<file path="config.mk">
export PLATFORM = sky130hd
export DESIGN_NAME = reg_commit_sched
export DESIGN_NICKNAME = d
export VERILOG_FILES = /design/src/rtl/reg_commit_sched_pkg.sv /design/src/rtl/commit_fifo.sv /design/src/rtl/reg_commit_sched.sv
export SDC_FILE = /design/constraint.sdc
export NUM_CORES = 1
export LEC_CHECK = 0
export ABC_AREA = 1
export CAP_MARGIN = 20
export CORE_UTILIZATION = 44
export DETAILED_ROUTE_END_ITERATION = 6
export PLACE_DENSITY = 0.61
export SLEW_MARGIN = 20
export SYNTH_ARGS = -nofsm -noshare
export SYNTH_HDL_FRONTEND = slang
export SYNTH_SLANG_ARGS = --single-unit
</file>
<file path="constraint.sdc">
create_clock -name clk -period 10.8 [get_ports clk]
set_clock_uncertainty 0.2 [all_clocks]
set_input_delay 1.08 -clock clk [delete_from_list [all_inputs] [get_ports clk]]
set_output_delay 1.08 -clock clk [all_outputs]
set_load 0.02 [all_outputs]
</file>
<file path="src/rtl/reg_commit_sched_pkg.sv">
// rtl/reg_commit_sched_pkg.sv - shared widths, constants, states and entry layout for the commit scheduler
package reg_commit_sched_pkg;

    localparam int REG_POS_W = 5;
    localparam int ROB_ID_W  = 4;
    localparam int DATA_W    = 32;

    localparam logic [REG_POS_W-1:0] ZERO_REG  = '0;
    localparam logic [ROB_ID_W-1:0]  ZERO_ROB  = '0;
    localparam logic [DATA_W-1:0]    ZERO_WORD = '0;

    typedef enum logic [1:0] {
        SCHED_RUN     = 2'd0,
        SCHED_FLUSH   = 2'd1,
        SCHED_RECOVER = 2'd2
    } sched_state_t;

    typedef struct packed {
        logic [REG_POS_W-1:0] rd;
        logic [ROB_ID_W-1:0]  rob_id;
        logic [DATA_W-1:0]    value;
        logic                 mispredict;
    } commit_entry_t;

    localparam int ENTRY_W = $bits(commit_entry_t);

endpackage

</file>
<file path="src/rtl/commit_fifo.sv">
// rtl/commit_fifo.sv - entry FIFO between ROB head and commit stage, with synchronous clear for flushes
module commit_fifo
    import reg_commit_sched_pkg::*;
#(
    parameter int DEPTH = 4
) (
    input  logic               clk,
    input  logic               rst,
    input  logic               clear,
    input  logic               push,
    input  logic [ENTRY_W-1:0] push_data,
    input  logic               pop,
    output logic               full,
    output logic               empty,
    output logic [ENTRY_W-1:0] head
);

    localparam int PTR_W = $clog2(DEPTH);
    localparam logic [PTR_W-1:0] PTR_ONE  = PTR_W'(1);
    localparam logic [PTR_W:0]   CNT_ONE  = (PTR_W+1)'(1);
    localparam logic [PTR_W:0]   CNT_FULL = (PTR_W+1)'(DEPTH);

    logic [ENTRY_W-1:0] mem [DEPTH];
    logic [PTR_W-1:0]   head_ptr;
    logic [PTR_W-1:0]   tail_ptr;
    logic [PTR_W:0]     count;
    logic               do_push;
    logic               do_pop;

    assign full    = (count == CNT_FULL);
    assign empty   = (count == '0);
    assign do_push = push && !full;
    assign do_pop  = pop && !empty;
    assign head    = mem[head_ptr];

    always_ff @(posedge clk) begin
        if (do_push) begin
            mem[tail_ptr] <= push_data;
        end
    end

    // Pointers wrap naturally because DEPTH is a power of two.
    always_ff @(posedge clk or posedge rst) begin
        if (rst) begin
            head_ptr <= '0;
            tail_ptr <= '0;
            count    <= '0;
        end else if (clear) begin
            head_ptr <= '0;
            tail_ptr <= '0;
            count    <= '0;
        end else begin
            if (do_push) begin
                tail_ptr <= tail_ptr + PTR_ONE;
            end
            if (do_pop) begin
                head_ptr <= head_ptr + PTR_ONE;
            end
            case ({do_push, do_pop})
                2'b10:   count <= count + CNT_ONE;
                2'b01:   count <= count - CNT_ONE;
                default: count <= count;
            endcase
        end
    end

endmodule

</file>
<file path="src/rtl/reg_commit_sched.sv">
// rtl/reg_commit_sched.sv - issues one register-file commit per cycle from buffered ROB retirements, flushing on mispredicts
module reg_commit_sched
    import reg_commit_sched_pkg::*;
#(
    parameter int DEPTH          = 4,
    parameter int RECOVER_CYCLES = 2
) (
    input  logic                 clk,
    input  logic                 rst,
    input  logic                 in_valid,
    output logic                 in_ready,
    input  logic [REG_POS_W-1:0] in_rd,
    input  logic [ROB_ID_W-1:0]  in_rob_id,
    input  logic [DATA_W-1:0]    in_value,
    input  logic                 in_mispredict,
    output logic                 wb_commit_flag,
    output logic                 wb_jump_flag,
    output logic [REG_POS_W-1:0] wb_rd,
    output logic [ROB_ID_W-1:0]  wb_rob_id,
    output logic [DATA_W-1:0]    wb_value,
    output logic                 flush_out,
    output logic [31:0]          retire_cnt
);

    localparam int RC_W = $clog2(RECOVER_CYCLES + 1);
    localparam logic [RC_W-1:0] RECOVER_LOAD = RC_W'(RECOVER_CYCLES - 1);
    localparam logic [RC_W-1:0] RC_ONE       = RC_W'(1);

    sched_state_t       state;
    sched_state_t       state_next;
    logic [RC_W-1:0]    recover_cnt;
    logic               fifo_full;
    logic               fifo_empty;
    logic               pop;
    logic               clear;
    logic [ENTRY_W-1:0] in_entry;
    logic [ENTRY_W-1:0] head_bits;
    commit_entry_t      head;

    assign in_entry = {in_rd, in_rob_id, in_value, in_mispredict};
    assign head     = head_bits;

    commit_fifo #(
        .DEPTH(DEPTH)
    ) u_fifo (
        .clk      (clk),
        .rst      (rst),
        .clear    (clear),
        .push     (in_valid && in_ready),
        .push_data(in_entry),
        .pop      (pop),
        .full     (fifo_full),
        .empty    (fifo_empty),
        .head     (head_bits)
    );

    // A mispredict at the head blocks intake so nothing behind it slips in on its pop edge.
    assign in_ready = !rst && (state == SCHED_RUN) && !fifo_full
                      && !(!fifo_empty && head.mispredict);

    always_comb begin
        state_next = state;
        pop        = 1'b0;
        clear      = 1'b0;
        case (state)
            SCHED_RUN: begin
                pop = !fifo_empty;
                if (pop && head.mispredict) begin
                    state_next = SCHED_FLUSH;
                end
            end
            SCHED_FLUSH: begin
                clear      = 1'b1;
                state_next = SCHED_RECOVER;
            end
            SCHED_RECOVER: begin
                if (recover_cnt == '0) begin
                    state_next = SCHED_RUN;
                end
            end
            default: state_next = SCHED_RUN;
        endcase
    end

    always_ff @(posedge clk or posedge rst) begin
        if (rst) begin
            state       <= SCHED_RUN;
            recover_cnt <= '0;
        end else begin
            state <= state_next;
            if (state == SCHED_FLUSH) begin
                recover_cnt <= RECOVER_LOAD;
            end else if (state == SCHED_RECOVER && recover_cnt != '0) begin
                recover_cnt <= recover_cnt - RC_ONE;
            end
        end
    end

    always_ff @(posedge clk or posedge rst) begin
        if (rst) begin
            wb_commit_flag <= 1'b0;
            wb_jump_flag   <= 1'b0;
            wb_rd          <= ZERO_REG;
            wb_rob_id      <= ZERO_ROB;
            wb_value       <= ZERO_WORD;
            flush_out      <= 1'b0;
            retire_cnt     <= 32'd0;
        end else begin
            wb_commit_flag <= pop && (head.rd != ZERO_REG);
            wb_jump_flag   <= pop && head.mispredict;
            flush_out      <= (state == SCHED_FLUSH);
            if (pop) begin
                wb_rd      <= head.rd;
                wb_rob_id  <= head.rob_id;
                wb_value   <= head.value;
                retire_cnt <= retire_cnt + 32'd1;
            end
        end
    end

endmodule

</file>
; ---- Yosys cells after proc, flatten, opt, wreduce, memory -nomap -nowiden
; Memories as Yosys holds them, arrays and structs flattened.
; Cells that the tools add are included.
; Widths: inputs -> output; s select.
[word_totals]
regBits = 87
latchBits = 0
mem_bits_rw = 168
mem_bits_ro = 0
in_bits = 45
out_inout_bits = 77
memories = 1
[mem_list]
columns = name, words, width, rd, rd_clocked_by_memory_dff, wr, line_no
row1 = u_fifo.mem, 4, 42, 1, 0, 1, commit_fifo.sv:23  ; logic [ENTRY_W-1:0] mem [DEPTH];
[op_classes]
addsub = 6
multipliers = 0
n_div = 0
order_cmp = 0
eq_ne = 7
shifts = 0
mux = 15
bitwise = 0
reduce_logical = 24
[ops]
columns = op, n
row1 = $add 32x1->32 const B, 1
row2 = $mux 2, 8
row3 = $logic_and 1x1->1, 10
row4 = $reduce_bool 2->1, 4
row5 = $pmux 2 s3, 1
row6 = $pmux 3 s2, 1
row7 = $reduce_bool 5->1, 1
row8 = $add 2x1->2 const B, 2
row9 = $eq 2x1->1 const B, 2
row10 = $eq 2x2->1 const B, 2
row11 = $logic_not 1->1, 4
row12 = $logic_not 2->1, 2
row13 = $mux 1, 4
row14 = $add 3x1->3 const B, 1
row15 = $eq 3x3->1 const B, 1
row16 = $logic_not 3->1, 1
row17 = $mux 3, 1
row18 = $reduce_bool 3->1, 1
row19 = $sub 3x1->3 const B, 1
row20 = $ne 2x1->1 const B, 1
row21 = $ne 2x2->1 const B, 1
row22 = $reduce_and 2->1, 1
row23 = $sub 2x1->2 const B, 1

; ---- Longest topological paths before layout
[depth]
ltp_word = 10
depth_mapped = 15
ltp_nobuf = 13

; ---- Modules after synthesis
; From an unflattened synthesis, not the netlist that was laid out.
[unflattened]
cells_unflattened = 918
area_unflattened_um2 = 10354.9
[modules_own_cells]
columns = module, n_inst, cells_per_inst, area_each_um2
row1 = commit_fifo, 1, 472, 6667.6
row2 = reg_commit_sched, 1, 446, 3687.3

; ---- Worst setup path before layout
; OpenSTA, ideal clock, no wires.
[synth_path]
kind = input port to flip-flop
from = input rst
to = memory u_fifo.mem[0][0] (netlist name), enable pin
setup_time_ns = 0.442
arrival_time_ns = 5.261
t_required_ns = 10.158
setup_slack_ns = 4.898
stages = 5
n_path_buf = 0
cell_sequence = inv_1 > nand2_1 > nor2_1 > nand3_4 > nor2_1
[synth_via]
elab_chain_cells = 8
[synth_lines]
columns = element, line_no
row1 = start: declaration, reg_commit_sched.sv:9  ; input logic rst,
row2 = $logic_not 1->1 (no source line), n/a
row3 = $logic_and 1x1->1 (2 in a row), reg_commit_sched.sv:58  ; assign in_ready = !rst && (state == SCHED_RUN) && !fifo_full
row4 = $logic_and 1x1->1, reg_commit_sched.sv:59  ; && !(!fifo_empty && head.mispredict);
row5 = $logic_and 1x1->1, reg_commit_sched.sv:49  ; .push (in_valid && in_ready),
row6 = $logic_and 1x1->1, commit_fifo.sv:32  ; assign do_push = push && !full;
row7 = $mux 1, commit_fifo.sv:37  ; if (do_push) begin
row8 = $mux 1 (not written as such), commit_fifo.sv:38  ; mem[tail_ptr] <= push_data;
row9 = end: declaration, commit_fifo.sv:23
; Every way passes these cells.

; ---- Worst setup path after layout
[layout_path]
from = register u_fifo.head_ptr[1]
to = output in_ready
[layout_via]
elab_chain_cells = 4
[layout_lines]
columns = element, line_no
row1 = start: declaration, commit_fifo.sv:24  ; logic [PTR_W-1:0] head_ptr;
row2 = start signal: assignment, commit_fifo.sv:57  ; head_ptr <= head_ptr + PTR_ONE;
row3 = $mem_v2 4x42, n/a
row4 = $logic_and 1x1->1, reg_commit_sched.sv:59
row5 = $logic_not 1->1, reg_commit_sched.sv:59
row6 = $logic_and 1x1->1, reg_commit_sched.sv:59
row7 = end: declaration, reg_commit_sched.sv:11  ; output logic in_ready,
; Every way passes these cells.

==> flow_metrics.py <==
metrics = {
    "yosys": {
        "synth_top_area_share": 0.485,
        "synth_xor_area_frac": 0.0177,
        "yosysMostFrequentCell": "nor2_1",
        "yosysUniqueCellTypes": 35,
        "synth_compound_area_frac": 0.0684,
        "syn_area_mm2": 0.0104,
        "synth_mux_area_frac": 0,
        "ys_ff_latch": 255,
        "synth_flop_cell": "edfxtp_1",
        "synth-seq-area-share": 0.695,
        "synth_nets": 979,
        "ys_warn_count": 0,
        "synthAdderAreaFrac": 0.00915,
        "async_flop_share": 0.341,
        "synth_edf_count": 168,
        "synth_cells": 927,
        "synth_top_area_cell": "edfxtp_1",
        "synth_area_per_cell_um2": 11.2,
        "synth_top_family_by_area": "simple AND/OR/NAND/NOR gates",
        "yosys-top-cells-count": "nor2_1 (220), edfxtp_1 (168), nand2_1 (131)",
        "ys_top_cells_by_area": "edfxtp_1 (49%), dfrtp_1 (21%), nor2_1 (7.9%)",
        "synth-simple-area-share": 0.175,
    },
    "place": {
        "dp_slack_ns": 6.46,
        "gp_congestion": 0.883,
        "dp_hpwl_um": 13200,
        "io_buffers": 121,
        "dp.cells": 1328,
    },
    "timing": {
        "slew_headroom": 0.374,
        "finalMaxSlewViolations": 0,
        "period_share": 0.423,
        "finalCriticalPeriod_ns": 4.57,
        "grt_setup_unrepaired": "false",
        "setup_tns_ns": 0,
        "setup_viol": 0,
        "hold_viol_final": 0,
        "worstMarginPinSlew_ns": 0.939,
        "fmax_ghz": 0.219,
        "worst_slack_ns": 6.23,
    },
    "clocking": {
        "cts_max_path_buffers": 3,
        "post_cts_buffers": 0,
        "cts_sinks": 255,
        "numCtsBuffers": 27,
        "clk_pin_slew_worst_paths_ns": 0.06,
        "worstSkewPairLatency_ns": 0.54,
        "hold_buffers": 0,
        "root_buffer": "clkbuf_16",
        "cts_resized": 0,
        "tritoncts": "yes",
        "cts_max_level": 1,
    },
    "critical_path": {
        "crit_path_end_kind": "output port",
        "path_delay_family": "buffers and inverters",
        "slowest_stage": "dfrtp_2",
        "worst-path-buf-inv": 3,
        "path_max_fanout": 44,
        "arrival_ns": 3.29,
        "worst-setup-path-type": "flop to output port",
        "crit_path_start_kind": "flop",
        "crit_path_cell_trace": "inv_2 -> nand3_1 -> nand3_2 -> nand2_1 -> inv_1 -> clkdlybuf4s50_1",
        "cpPeakStageDelay_ns": 0.98,
        "required_ns": 9.52,
    },
    "route": {
        "vias_per_cell": 5.05,
        "drt_wl_total_um": 22200,
        "dr.pass1.iters": 4,
        "antenna_left": 0,
        "drc": 0,
        "drt-initial-drc-count": 349,
        "wl_per_cell_um": 16.1,
        "num_vias": 6960,
    },
    "global_route": {
        "grt_first_pass_wirelength_um": 35500,
        "grt_max_degree": 89,
        "antenna_found_initial": 0,
        "grt_usage": 0.189,
        "use_met2": 0.314,
        "met1_usage": 0.254,
        "met3_usage": 0.0261,
        "grt_busiest_layer": "met2",
        "grt_overflow": 0,
        "grt_pass1_vias": 6830,
    },
    "layout": {
        "fin_cells": 1378,
        "antenna_cells": 0,
        "areaGrowthSynthToFinish_pct": 23.1,
        "final_util": 0.559,
        "drive_gt1_frac": 0.0751,
        "nets": 1096,
    },
    "die": {
        "die_area_mm2": 0.0242,
        "coreArea_mm2": 0.0229,
        "die_w_um": 156,
        "start_util": 0.454,
        "die_height_um": 156,
        "io_pins": 122,
        "rows": 55,
    },
    "power": {
        "ir_drop_mv": 0.140,
        "leakage_uw": 0.00472,
        "p_per_area_mw_per_mm2": 259,
    },
    "worst_hold_path": {
        "hold_path_class": "flop to flop",
    },
    "flow_run": {
        "maxCapViolCount": 0,
    },
    "run_status": {
        "status": "completed",
    },
}
-- worst register-to-register path: stages (launching register included) --
cell	delay, ns
dfrtp_2	0.98
inv_2	0.64
nand3_1	0.28
nand3_2	0.16
nand3_4	0.21
nand2_4	0.10
fa_1	0.38
xor2_1	0.20
inv_1	0.06
nand2_1	0.06
nand2_1	0.05
nand2_1	0.05
nand2_1	0.05
-- cells in the final DEF, fill, tap and decap left out, types with 2 or more instances in the layout --
cell / n
clkinvlp_4: 2
ha_1: 6
xnor2_1: 4
and3_1: 2
xor2_1: 17
nor3_1: 14
o21ai_0: 89
o22a_1: 2
clkbuf_16: 27
edfxtp_1: 168
clkbuf_8: 6
clkdlybuf4s50_1: 121
inv_1: 39
nor2_1: 216
nor2_4: 6
a31oi_1: 37
bufinv_16: 2
dfrtp_2: 2
nand3_2: 3
nand3b_1: 7
clkbuf_1: 4
buf_4: 8
dfrtp_1: 85
nor3_2: 2
inv_2: 4
nand3_1: 25
nand2_1: 131
clkinv_2: 8
nand4_1: 12
nand2_2: 3
-- per-stage QoR --
step / area (um^2) / hold slack (ns) / total power [uW]
floorplan: 10400 / 0.255 / 2040
global placement: 11900 / 0.270 / 2410
detailed placement: 11900 / 0.281 / 2430
CTS: 12800 / 0.290 / 3360
global route: 12800 / 0.316 / 3530
finish: 12800 / 0.290 / 3320
-- state kept, by name (all words and copies together) (netlist names) --
name	count
retire_cnt	32
recover_cnt	2
u_fifo.head_ptr	2
wb_jump_flag	1
wb_commit_flag	1
wb_value	32
state	2
flush_out	1
wb_rd	5
u_fifo.tail_ptr	2
u_fifo.mem	168
wb_rob_id	4
u_fifo.count	3
-- cells by family (layout without fill, tap and decap cells) --
group,count (synthesis),count (layout)
AND/OR/NAND/NOR,427,427
flip-flops,255,255
AO/OA/AOI/OAI,131,131
buffers and inverters,86,224
XOR/XNOR,21,21
adder cells (fa/ha/maj),7,7
-- final timing paths --
path / to / depth (start not counted) / slack [ns] / from
max: in_ready / 6 / 6.23 / u_fifo.head_ptr[1]
min: state[0] / 1 / 0.29 / state[0]
max reg2reg: u_fifo.count[2] / 12 / 7.25 / u_fifo.head_ptr[1]
min reg2reg: state[0] / 1 / 0.29 / state[0]
max in group asynchronous: u_fifo.head_ptr[1] / 3 / 8.52 / rst
min in group asynchronous: wb_value[4] / 2 / 0.70 / rst
-- layout make-up --
type,instances,area [um^2]
fill,1979,10100
tap,313,392
clock inverter,13,134
sequential,255,7220
clock buffer,37,773
timing repair buffer,129,1270
inverter,45,173
multi-input combinational,586,2840
-- power breakdown --
group | internal [uW] | leakage, uW | switching (uW) | total [uW]
combinational | 395 | 0.00169 | 669 | 1060
clock | 550 | 0.000448 | 373 | 923
sequential | 1210 | 0.00259 | 120 | 1330
-- per-layer routing --
layer  wire (um)  vias to the layer above  part of all wire
li1            -                     3407                 -
met1       10000                     3331              0.45
met2       10400                      172              0.47
met3        1030                       50             0.046
met4         729                        0             0.033
met5           0                        -                 0
No activity file was read; power rests on OpenSTA's default activity.
==> patch, RTL diff (config.mk and constraints unchanged) <==
Set the package constant `REG_POS_W` to 10 (it was 5).
--- a/src/rtl/reg_commit_sched_pkg.sv
+++ b/src/rtl/reg_commit_sched_pkg.sv
@@ -3,3 +3,3 @@
 
-    localparam int REG_POS_W = 5;
+    localparam int REG_POS_W = 10;
     localparam int ROB_ID_W  = 4;
Ports: changed (resized in_rd and wb_rd); port bits go from 122 to 132. The function was not compared with the original's and may differ.
==> patch against the original RTL <==
- routed wire length grew 4.5%
- worst setup slack lost 0.21 ns
- first-iteration DRC count grew 35%
- total power grew 12%
- sequential power grew 14%
- synthesized cell count grew 6.3%
- clock power grew 16%
- largest power group unchanged
- critical endpoint unchanged
- final area grew 9.5%
- final cell count grew 6.1%
- synthesized area grew 9.8%
- sequential cell count grew 25
==> patch: results (changes against the original RTL) <==
Placer congestion estimate - 0.788 (-11%)
Synth cell types - 40 (+14%)
Met2 Routed Length - 11.4 mm (+8.9%)
Hold depth - 2 (+1)
Critical path peak fanout - 98 (+120%)
Tcrit/Tclk final - 44.2% (+1.9 points)
RR Endpoint - u_fifo.mem[3][18]$_DFFE_PP_
Pre-CTS setup slack - 6.43 ns (-0.0294 ns)
Number of flip-flops under the largest register name - 188 (+12%)
WP data arrival - 3.49 ns (+0.20 ns)
WL met1 - 10.3 mm (+3.2%)
Origin of the worst setup path - u_fifo.head_ptr[0]$_DFFE_PP0P_
Largest regs - u_fifo.mem (188), retire_cnt (32), wb_value (32)
# fillers - 2136 (+7.9%)
Area grow syn2layout - 22.9%
Min Hold Slack - 0.294 ns (+0.00364 ns)
CTS Buf Count - 29 (+7.4%)
Hold Path Origin - wb_rd[7]$_DFFE_PP0P_
Combinational share of power - 30.2% (-1.8 points)
Syn_nets - 1042 (+6.4%)
Fraction of the yosys area taken by sequential cells - 69.6% (+0.16 points)
Post-synth top cells - nor2_1, edfxtp_1, nand2_1, dfrtp_1, o21ai_0
WL met3 - 1.22 mm (+18%)
Drt pass-1 iters - 5 (+1)
Gr usage total - 18.0% (-0.83 points)
Synth async-reset ratio - 32.9% (-1.3 points)
Worst Tran Pin Value - 1.08 ns (+0.145 ns)
XOR/XNOR Fraction of Synth Area - 1.61% (-0.16 points)
GR Layer Usage met3 - 3.07% (+0.46 points)
Post-Synth Adder-Cell Area - 0.833% (-0.082 points)
Syn Area/Cell - 11.6 um2 (+3.3%)
Iteration-0 DRC Markers - 471 (+35%)
Nets - 1167 (+6.5%)
Number of enable flip-flop cells after synthesis - 188 (+12%)
Dpl hpwl - 13.5 mm (+2.3%)
M1 GR Usage - 24.2% (-1.2 points)
Placement Cell Area - 13000 um2 (+9.2%)
Switching Fraction - 34.2% (-0.83 points)
Status - finished, final reports clean
Routed length per placed instance - 15.9 um (-1.5%)
Post-Layout Cell Count - 1462 (+6.1%)
Synth area leaders - edfxtp_1, dfrtp_1, nor2_1
Top layer in use - met5
R2R depth - 7 (-5)
Pleak - 5.33 nW (+13%)
I/O Buffers - 131 (+8.3%)
Complex-gate fraction of the synthesized area - 6.14% (-0.70 points)
Met2 usage - 30.9% (-0.52 points)
Worst VDD drop - 0.000135 V (-3.2%)
Vias in the first global route - 7076 (+3.6%)
Layout cells sized above 1 - 8.75% (+1.2 points)
Hold path endpoint - wb_rd[7]$_DFFE_PP0P_
Initial antenna violation count - 2 (+2)
Power density over the cells - 264 nW/um2 (+1.8%)
Largest net degree at the start of global routing - 99 (+11%)
## patch: changes by cell type in the layout (fill, tap and decap cells not counted), moves of 4 or more
cell	unedited run	this run
clkdlybuf4s50_1	121	131
edfxtp_1	168	188
nand3_2	3	7
nand2_1	131	153
nor3_1	14	9
clkbuf_8	6	2
dfrtp_1	85	90
bufinv_16	2	7
nor2_1	216	211
## patch: cells by family after synthesis
kind of cell / count (synthesis)
buffers and inverters: 93
AND/OR/NAND/NOR: 454
AO/OA/AOI/OAI: 130
flip-flops: 280
XOR/XNOR: 21
adder cells (fa/ha/maj): 7
## patch: area by class of cell
cell class	instances	area share [%]
clock inverters	17	1.88
clock buffers	36	5.51
flip-flops and latches	280	56.7
multi-input cells	612	21.8
well taps	330	2.94
repair buffers	137	9.67
inverters	50	1.45
## patch: critical path, cell delays in order, from the launching register on
cell	delay [ns]
dfrtp_4	1.09
inv_4	0.59
nand2_2	0.18
nand3_2	0.10
nand3_4	0.18
nand2_1	0.06
inv_1	0.08
clkdlybuf4s50_1	0.60
